[config.mk]
export PLATFORM = sky130hd
export DESIGN_NAME = sync_fifo_flags_flat
export DESIGN_NICKNAME = d
export VERILOG_FILES = /design/src/rtl/sync_fifo_flags_if.sv /design/src/rtl/sync_fifo_flags.sv /design/src/flat_wrapper.sv
export SDC_FILE = /design/constraint.sdc
export NUM_CORES = 1
export LEC_CHECK = 0
export CAP_MARGIN = 15
export CORE_ASPECT_RATIO = 1.2
export CORE_MARGIN = 1.5
export CORE_UTILIZATION = 60
export CTS_BUF_LIST = sky130_fd_sc_hd__clkbuf_8
export CTS_CLUSTER_SIZE = 20
export DETAILED_ROUTE_END_ITERATION = 10
export GPL_TIMING_DRIVEN = 0
export PLACE_DENSITY = 0.78
export SLEW_MARGIN = 5
export SYNTH_ARGS = -nofsm -noshare
export SYNTH_HDL_FRONTEND = slang
export SYNTH_SLANG_ARGS = --single-unit
[constraint.sdc]
create_clock -name clk -period 3.77 [get_ports clk]
set_clock_uncertainty 0.1 [all_clocks]
set_input_delay 0.754 -clock clk [delete_from_list [all_inputs] [get_ports clk]]
set_output_delay 0.754 -clock clk [all_outputs]
set_load 0.05 [all_outputs]
[src/rtl/sync_fifo_flags_if.sv]
// Producer/consumer bundle for sync_fifo_flags: write/read requests, data,
// occupancy, threshold flags and error pulses.
interface sync_fifo_flags_if #(
  parameter int dwidth = 8,
  parameter int dsize  = 8
);
  localparam int CW = $clog2(dsize) + 1;

  logic              we;
  logic [dwidth-1:0] din;
  logic              re;
  logic [dwidth-1:0] dout;
  logic              d_full;
  logic              d_empty;
  logic              d_afull;
  logic              d_aempty;
  logic [CW-1:0]     count;
  logic              overflow;
  logic              underflow;

  modport master (
    output we, din, re,
    input  dout, d_full, d_empty, d_afull, d_aempty, count, overflow, underflow
  );

  modport slave (
    input  we, din, re,
    output dout, d_full, d_empty, d_afull, d_aempty, count, overflow, underflow
  );
endinterface

[src/rtl/sync_fifo_flags.sv]
// Single-clock FIFO with occupancy count, almost-full/almost-empty flags,
// overflow/underflow pulses and selectable registered or FWFT read.
module sync_fifo_flags #(
  parameter int dsize  = 8,
  parameter int dwidth = 8,
  parameter int af_lvl = dsize - 2,
  parameter int ae_lvl = 2,
  parameter int fwft   = 0
) (
  input  logic                 clk,
  input  logic                 rst,
  sync_fifo_flags_if.slave     bus
);
  localparam int AW = $clog2(dsize);
  localparam int CW = AW + 1;

  logic [dwidth-1:0] r_mem [dsize];
  logic [AW-1:0]     r_wptr;
  logic [AW-1:0]     r_rptr;
  logic [CW-1:0]     r_count;
  logic              r_ovf;
  logic              r_udf;

  logic w_full;
  logic w_empty;
  logic w_rd_ok;
  logic w_wr_ok;

  assign w_full  = (r_count == CW'(dsize));
  assign w_empty = (r_count == '0);
  assign w_rd_ok = bus.re & ~w_empty;
  // a write into a full FIFO is only legal when a read frees a slot this cycle
  assign w_wr_ok = bus.we & (~w_full | w_rd_ok);

  always_ff @(posedge clk) begin
    if (!rst && w_wr_ok) begin
      r_mem[r_wptr] <= bus.din;
    end
  end

  always_ff @(posedge clk) begin
    if (rst) begin
      r_wptr  <= '0;
      r_rptr  <= '0;
      r_count <= '0;
      r_ovf   <= 1'b0;
      r_udf   <= 1'b0;
    end else begin
      if (w_wr_ok) r_wptr <= r_wptr + AW'(1);
      if (w_rd_ok) r_rptr <= r_rptr + AW'(1);
      case ({w_wr_ok, w_rd_ok})
        2'b10:   r_count <= r_count + CW'(1);
        2'b01:   r_count <= r_count - CW'(1);
        default: r_count <= r_count;
      endcase
      r_ovf <= bus.we & ~w_wr_ok;
      r_udf <= bus.re & ~w_rd_ok;
    end
  end

  generate
    if (fwft != 0) begin : g_fwft
      assign bus.dout = w_empty ? '0 : r_mem[r_rptr];
    end else begin : g_std
      logic [dwidth-1:0] r_dout;
      always_ff @(posedge clk) begin
        if (rst) begin
          r_dout <= '0;
        end else if (w_rd_ok) begin
          r_dout <= r_mem[r_rptr];
        end
      end
      assign bus.dout = r_dout;
    end
  endgenerate

  assign bus.d_full    = w_full;
  assign bus.d_empty   = w_empty;
  assign bus.d_afull   = (r_count >= CW'(af_lvl));
  assign bus.d_aempty  = (r_count <= CW'(ae_lvl));
  assign bus.count     = r_count;
  assign bus.overflow  = r_ovf;
  assign bus.underflow = r_udf;
endmodule
[src/flat_wrapper.sv]
// flat-port wrapper written by rule: the top's interface ports become plain ports
module sync_fifo_flags_flat 
#(
  parameter int dsize  = 8,
  parameter int dwidth = 8,
  parameter int af_lvl = dsize - 2,
  parameter int ae_lvl = 2,
  parameter int fwft   = 0
)
  (clk, rst, bus_we, bus_din, bus_re, bus_dout, bus_d_full, bus_d_empty, bus_d_afull, bus_d_aempty, bus_count, bus_overflow, bus_underflow);
  sync_fifo_flags_if #(.dwidth(dwidth), .dsize(dsize)) bus_i ();
  input  logic clk;
  input  logic rst;
  input wire logic [$bits(bus_i.we)-1:0] bus_we;
  input wire logic [$bits(bus_i.din)-1:0] bus_din;
  input wire logic [$bits(bus_i.re)-1:0] bus_re;
  output wire logic [$bits(bus_i.dout)-1:0] bus_dout;
  output wire logic [$bits(bus_i.d_full)-1:0] bus_d_full;
  output wire logic [$bits(bus_i.d_empty)-1:0] bus_d_empty;
  output wire logic [$bits(bus_i.d_afull)-1:0] bus_d_afull;
  output wire logic [$bits(bus_i.d_aempty)-1:0] bus_d_aempty;
  output wire logic [$bits(bus_i.count)-1:0] bus_count;
  output wire logic [$bits(bus_i.overflow)-1:0] bus_overflow;
  output wire logic [$bits(bus_i.underflow)-1:0] bus_underflow;
  assign bus_i.we = bus_we;
  assign bus_i.din = bus_din;
  assign bus_i.re = bus_re;
  assign bus_dout = bus_i.dout;
  assign bus_d_full = bus_i.d_full;
  assign bus_d_empty = bus_i.d_empty;
  assign bus_d_afull = bus_i.d_afull;
  assign bus_d_aempty = bus_i.d_aempty;
  assign bus_count = bus_i.count;
  assign bus_overflow = bus_i.overflow;
  assign bus_underflow = bus_i.underflow;
  sync_fifo_flags #(.dsize(dsize), .dwidth(dwidth), .af_lvl(af_lvl), .ae_lvl(ae_lvl), .fwft(fwft)) u_core (.clk(clk), .rst(rst), .bus(bus_i));
endmodule
==> qor.csv, run 1 <==
stage,metric,value,unit
synth,syn_nets,226,
synth,synth_edf_count,64,
power_and_ir_drop,power.leakage,1.33,nW
finish,drive_gt1_share,20.5,%
setup_path,worst_setup_path_end_kind,output port,
global_routing,grt_pass1_vias,1838,
timing,slew_headroom,37.6,%
synth,synthMostInstantiatedCell,edfxtp_1,
synth,synth.distinct_cells,36,
finish,multi_input_area,1020,sq um
global_routing,antenna_found_initial,0,
placement,place_hpwl,4080,um
synth,avgSynthCellArea,16.4,sq um
power_and_ir_drop,pwr-share-clk,20.8,%
clock_tree,clk_latency,0.36,ns
timing,setup_tns,0,ns
routing,first_pass_iters,4,
status,status,"complete, no violations",
timing,period_share,86.1,%
setup_path,critPathSlowestCell,clkdlybuf4s50_1,
power_and_ir_drop,internal-power,1.74,mW
synth,ys_seq_area_share,67.8,%
finish,fin_cells,316,
synth,netlist_top_cells_count,"64 x edfxtp_1, 22 x nor2_1, 20 x dfxtp_1",
power_and_ir_drop,pwr-share-seq,40.6,%
clock_tree,cts_made_buffers,9,
finish,num-fill-cells,333,
setup_path,path_cells,clkbuf_1 > or4b_4 > buf_6 > inv_1 > clkdlybuf4s50_1,
synth,synth_top_area_share,56.1,%
placement,placed_area,3810,sq um
global_routing,grt_pass1_wl,9880,um
synth,ys_async_sr_fraction,0,%
setup_path,setup.worst_path.class,reg -> out,
timing,worst_slew_pin_slew,0.932,ns
placement,place_congestion,0.813,
finish,fin_nets,266,
synth,synthFlopType,edfxtp_1,
finish,stdcell_area,3980,sq um
run,maxCapViolCount,0,
routing,wire_per_inst,19.9,um
finish,n_antenna_cell,0,
placement,portBuffers,26,
power_and_ir_drop,combinationalPowerShare,38.6,%
global_routing,globalRouteTotalUtil,23.1,%
setup_path,crit_path_max_fanout,9,
clock_tree,ctsHoldBuffers,0,
routing,drt-initial-drc-count,144,
floorplan,initial_core_util,63.3,%
power_and_ir_drop,p_per_area,692,nW/um^2
global_routing,overflow,0,
routing,wirelength,6300,um
clock_tree,root_buffer,clkbuf_8,
global_routing,grt_start_max_net_pins,16,
floorplan,core_area,5410,sq um
timing,fmax,308,MHz
setup_path,worst-path-buf-inv,4,
synth,ys_ff_latch,84,
power_and_ir_drop,power.switching,1.01,mW
synth,syn_inst,209,
clock_tree,cts_resized,0,
setup_path,cp.arrival,2.39,ns
setup_path,required,2.92,ns
placement,dp.cells,300,
hold_path,hp-class,reg -> reg,
clock_tree,cts_tree,built,
power_and_ir_drop,p_sw_share,36.8,%
clock_tree,clockBufferDepth,2,
routing,viasPerCell,5.99,
clock_tree,postCtsSetupRepairBufs,0,
timing,fin_crit,3.25,ns
timing,grt_setup_unrepaired,false,
floorplan,rows,29,
routing,ant_nets,0,
finish,area.growth.synth_to_final,16.3,%
setup_path,cp-start-kind,flip-flop,
synth,synth_top_area_cell,edfxtp_1,
timing,final-hold-violation-count,0,
synth,ys_top_cells_by_area,"edfxtp_1 56%, dfxtp_1 12%, mux4_2 11%",
synth,synth_warnings,0,
clock_tree,cts.reportedPaths.clkPinSlew,0.10,ns
clock_tree,numClockSinks,84,
setup_path,critPathMaxStageDelay,0.78,ns
timing,whs,0.404,ns
floorplan,ios,30,
clock_tree,htreeDepth,3,
floorplan,die_w,72.0,um
routing,vias,1892,
floorplan,dieArea,6170,sq um
floorplan,die_h,85.8,um
setup_path,crit_family,buffers and inverters,
routing,route.detailed.drc,0,
timing,slew_viol_final,0,
synth,syn_area,3420,sq um
power_and_ir_drop,ir_drop,0.431,mV
finish,regArea,2320,sq um
timing,final-setup-viol-count,0,
[logic make-up (layout without fill, tap and decap cells)]
family,Yosys count,in the layout,synth area share (%)
AO/OA/AOI/OAI,24,24,5.74
XOR/XNOR,7,7,1.79
adder cells (fa/ha/maj),5,5,2.05
buffers and inverters,21,66,3.07
flip-flops,84,84,67.8
multiplexers,27,27,13.8
AND/OR/NAND/NOR,41,41,5.77
[power by group through the flow]
stage          Clock [mW]  Sequential (mW)  Combinational, mW
2_1_floorplan           0             1.32              0.604
3_3_place_gp            0             1.14               1.05
3_5_place_dp            0             1.14               1.07
4_1_cts             0.581             1.12               1.07
5_1_grt             0.619             1.13               1.14
6_report            0.573             1.12               1.06
[metal layers]
layer | GRT usage [%] | vias to the layer above | share of wire [%]
li1 | - | 883 | -
met3 | 4.58 | 7 | 4.4
met5 | 0 | - | 0
met1 | 30.1 | 951 | 43
met2 | 37.9 | 51 | 52
met4 | 10.1 | 0 | 1.1
[layout make-up]
| type | instances | share of cell area, % |
|---|---|---|
| plain buffers | 17 | 2.26 |
| clock buffers | 9 | 3.11 |
| clock inverters | 7 | 1.29 |
| inverters | 4 | 0.377 |
| multi-input cells | 104 | 25.6 |
| flip-flops and latches | 84 | 58.3 |
| well taps | 62 | 1.95 |
| repair buffers | 29 | 7.10 |
[registers in the layout, indices dropped and copies added (netlist names)]
signal / cells
u_core.r_mem: 64
u_core.bus.dout: 8
u_core.bus.count: 4
u_core.r_rptr: 3
u_core.r_wptr: 3
u_core.bus.overflow: 1
u_core.bus.underflow: 1
[worst paths after layout]
kind | startpoint | end | slack [ns] | depth (start not counted)
setup reg to reg | u_core.bus.count[3]$_SDFFE_PP0P_ | u_core.bus.count[3]$_SDFFE_PP0P_ | 1.21 | 9
setup / recovery | u_core.bus.count[2]$_SDFFE_PP0P_ | bus_d_full | 0.52 | 5
hold reg to reg | u_core.bus.dout[5]$_SDFFE_PP0P_ | u_core.bus.dout[5]$_SDFFE_PP0P_ | 0.40 | 2
hold / removal | u_core.bus.dout[5]$_SDFFE_PP0P_ | u_core.bus.dout[5]$_SDFFE_PP0P_ | 0.40 | 2
[worst reg2reg max path, cell delays in order (launching register included)]
cell and delay [ns]:
dfxtp_1 0.32, buf_2 0.16, o41a_1 0.44, nand2b_1 0.15, inv_1 0.08, ha_1 0.27, a21o_1 0.18, a21oi_1 0.20
mux2i_1 0.23, mux2_1 0.33
[per-stage QoR]
stage          total power [mW]  util (%)  setup slack [ns]
2_1_floorplan              1.92         -             0.610
3_3_place_gp               2.19      69.6             0.298
3_5_place_dp               2.21      70.4             0.894
4_1_cts                    2.77      73.7             0.510
5_1_grt                    2.88      73.7             0.439
6_report                   2.76      73.7             0.525
[cells in the final DEF, fill, tap and decap left out, types with 2 or more instances in the layout]
cell type        count
a211oi_1            10
a21o_1               2
a21oi_1              3
buf_2                6
buf_4                4
buf_6                2
clkbuf_1             7
clkbuf_8             9
clkdlybuf4s50_1     26
clkinv_2             2
clkinv_4             2
clkinvlp_4           2
dfxtp_1             20
edfxtp_1            64
ha_1                 4
inv_1                4
mux2i_1             10
mux4_2              16
nand2_1              6
nor2_1              22
nor3_1               2
nor3_2               2
o211ai_1             2
xnor2_1              4
xor2_1               3
Note: power is estimated with default switching activity, not from simulation.
==> run 2, diff against run 1 <==
--- a/config.mk
+++ b/config.mk
@@ -8,12 +8,12 @@
 export CAP_MARGIN = 15
 export CORE_ASPECT_RATIO = 1.2
 export CORE_MARGIN = 1.5
-export CORE_UTILIZATION = 60
+export CORE_UTILIZATION = 64
 export CTS_BUF_LIST = sky130_fd_sc_hd__clkbuf_8
 export CTS_CLUSTER_SIZE = 20
 export DETAILED_ROUTE_END_ITERATION = 10
 export GPL_TIMING_DRIVEN = 0
-export PLACE_DENSITY = 0.78
+export PLACE_DENSITY = 0.83
 export SLEW_MARGIN = 5
 export SYNTH_ARGS = -nofsm -noshare
 export SYNTH_HDL_FRONTEND = slang
==> run 2 against run 1 <==
Against the previous run:
- first-iteration DRC count is 27% lower
- global-route usage is 1.5 points higher
- maximum frequency increased by 0.25%
- final cell count shrank 0.32%
- combinational power is essentially flat
- via count grew 0.79%
- worst setup slack better by 0.0080 ns
- register-to-register slack lost 0.02 ns
- critical path depth unchanged
- sequential share of layout area is 0.58 points lower
==> qor.csv, run 2 (synthesis results as in run 1) <==
stage,metric,value,unit,change
status,status,"complete, no violations",,
timing,setup_tns,0,ns,unchanged
clock_tree,clockBufferDepth,2,,unchanged
clock_tree,root_buffer,clkbuf_8,,
routing,route.detailed.drc,0,,unchanged
hold_path,holdCritStartpoint,u_core.bus.dout[4]$_SDFFE_PP0P_,,
finish,n_antenna_cell,0,,unchanged
clock_tree,ctsHoldBuffers,0,,unchanged
setup_path,critPathMaxStageDelay,0.80,ns,+0.02 ns
routing,drt-initial-drc-count,105,,-27%
hold_path,hp-class,reg -> reg,,
setup_path,crit_path_max_fanout,9,,unchanged
timing,fin_crit,3.24,ns,-0.00801 ns
floorplan,ios,30,,unchanged
timing,final-hold-violation-count,0,,unchanged
finish,final_cell_mix,"64 x edfxtp_1, 26 x clkdlybuf4s50_1, 22 x nor2_1",,
floorplan,die_w,69.8,um,-3.0%
floorplan,initial_core_util,65.5,%,+2.2 points
setup_path,setup.worst_path.class,reg -> out,,
power_and_ir_drop,p_per_area,713,nW/um^2,+3.1%
timing,worst_slew_pin_slew,0.969,ns,+0.0364 ns
clock_tree,clk_latency,0.35,ns,about the same
clock_tree,cts_tree,built,,
floorplan,die_h,83.1,um,-3.1%
finish,fin_nets,265,,-0.38%
timing,slew_viol_final,0,,unchanged
floorplan,core_area,5230,sq um,-3.4%
clock_tree,postCtsSetupRepairBufs,0,,unchanged
global_routing,overflow,0,,unchanged
setup_path,worst_setup_path_end_kind,output port,,
clock_tree,cts.reportedPaths.clkPinSlew,0.08,ns,-0.02 ns
timing,final-setup-viol-count,0,,unchanged
power_and_ir_drop,pwr-share-clk,23.8,%,+3.0 points
global_routing,antenna_found_initial,0,,unchanged
routing,vias,1907,,+0.79%
routing,wirelength,6360,um,+1.0%
finish,largest_register,u_core.r_mem,,
finish,largest_register_ffs,64,,unchanged
global_routing,globalRouteTotalUtil,24.6,%,+1.5 points
setup_path,required,2.92,ns,about the same
timing,fmax,309,MHz,+0.25%
setup_path,startpoint,u_core.bus.count[2]$_SDFFE_PP0P_,,
setup_path,cp.arrival,2.38,ns,about the same
routing,ant_nets,0,,unchanged
global_routing,grt_pass1_wl,10400,um,+5.5%
clock_tree,numClockSinks,84,,unchanged
clock_tree,cts_made_buffers,9,,unchanged
finish,layout_commonest_cell,edfxtp_1,,
power_and_ir_drop,p_sw_share,34.2,%,-2.6 points
placement,place_congestion,0.802,,-1.4%
setup_path,critPathSlowestCell,clkdlybuf4s50_1,,
clock_tree,cts_resized,0,,unchanged
run,maxCapViolCount,0,,unchanged
finish,drive_gt1_share,19.4,%,-1.1 points
timing,slew_headroom,35.2,%,-2.4 points
setup_path,cp-start-kind,flip-flop,,
placement,portBuffers,26,,unchanged
global_routing,grt_start_max_net_pins,14,,-2
power_and_ir_drop,combinationalPowerShare,37.1,%,-1.5 points
setup_path,path_cells,clkbuf_1 > or4b_4 > buf_6 > inv_1 > clkdlybuf4s50_1,,
clock_tree,htreeDepth,3,,unchanged
global_routing,grt_pass1_vias,1992,,+8.4%
routing,viasPerCell,6.05,,+1.1%
floorplan,rows,29,,unchanged
floorplan,dieArea,5800,sq um,-6.0%
power_and_ir_drop,ir_drop,0.480,mV,+11%
finish,area.growth.synth_to_final,17.5,%,
power_and_ir_drop,pwr-share-seq,39.1,%,-1.5 points
routing,first_pass_iters,4,,unchanged
power_and_ir_drop,power.switching,0.981,mW,-3.1%
placement,place_hpwl,4270,um,+4.5%
timing,grt_setup_unrepaired,false,,
setup_path,r2r-start,u_core.bus.count[3]$_SDFFE_PP0P_,,
power_and_ir_drop,internal-power,1.89,mW,+8.3%
timing,period_share,85.9,%,-0.21 points
timing,whs,0.402,ns,-0.00108 ns
power_and_ir_drop,power.leakage,1.36,nW,+2.1%
routing,wire_per_inst,20.2,um,+1.3%
==> run 2: cell types whose count changed in the layout (fill, tap and decap cells not counted), sizes merged <==
cell      change
bufinv        +2
clkinv        -2
clkinvlp      -2
buf           -1
clkbuf        +1
inv           +1
==> run 2: stage by stage <==
step                worst slack (ns)  util [%]  std cells  area, sq um  power [mW]
global placement               0.191      72.0        297         3760        2.19
floorplan                      0.610         -        209         3420        1.92
CTS                            0.511      77.0        315         4020        2.89
finish                         0.533      77.0        315         4020        2.87
global route                   0.429      77.0        315         4020        3.01
detailed placement             0.833      72.8        299         3800        2.21
==> run 2: worst paths after layout <==
kind / end / slack [ns] / depth (start not counted)
setup / recovery: bus_d_full / 0.53 / 5
hold reg to reg: u_core.bus.dout[4]$_SDFFE_PP0P_ / 0.40 / 2
setup reg to reg: u_core.bus.count[3]$_SDFFE_PP0P_ / 1.19 / 9
hold / removal: u_core.bus.dout[4]$_SDFFE_PP0P_ / 0.40 / 2
==> run 2: area by class of cell <==
cell class | count | area [sq um]
buffer | 17 | 90.1
timing repair buffer | 28 | 275
multi-input combinational | 104 | 1020
inverter | 4 | 15.0
fill | 328 | 1200
clock inverter | 6 | 80.1
clock buffer | 10 | 138
sequential | 84 | 2320
tap | 62 | 77.6
==> run 2: power groups by stage <==
stage	logic (mW)	clock network, mW	registers [mW]
after floorplan	0.604	0	1.32
after global placement	1.05	0	1.14
after detailed placement	1.07	0	1.14
after CTS	1.07	0.693	1.12
after global routing	1.15	0.734	1.13
final	1.06	0.682	1.12
==> run 2: layer usage <==
| layer | GRT usage, % | up-vias | part of all wire (%) |
|---|---|---|---|
| met2 | 39.1 | 72 | 50 |
| met5 | 0 | - | 0 |
| met4 | 15.6 | 0 | 3.7 |
| li1 | - | 884 | - |
| met3 | 3.88 | 23 | 5.1 |
| met1 | 31.8 | 928 | 41 |
==> run 2: worst max-delay path: cells and delay by family, from the launching register on <==
family,cells,cell delay (ns)
buf+inv,4,1.20
simple gates,1,0.52
flops,1,0.33
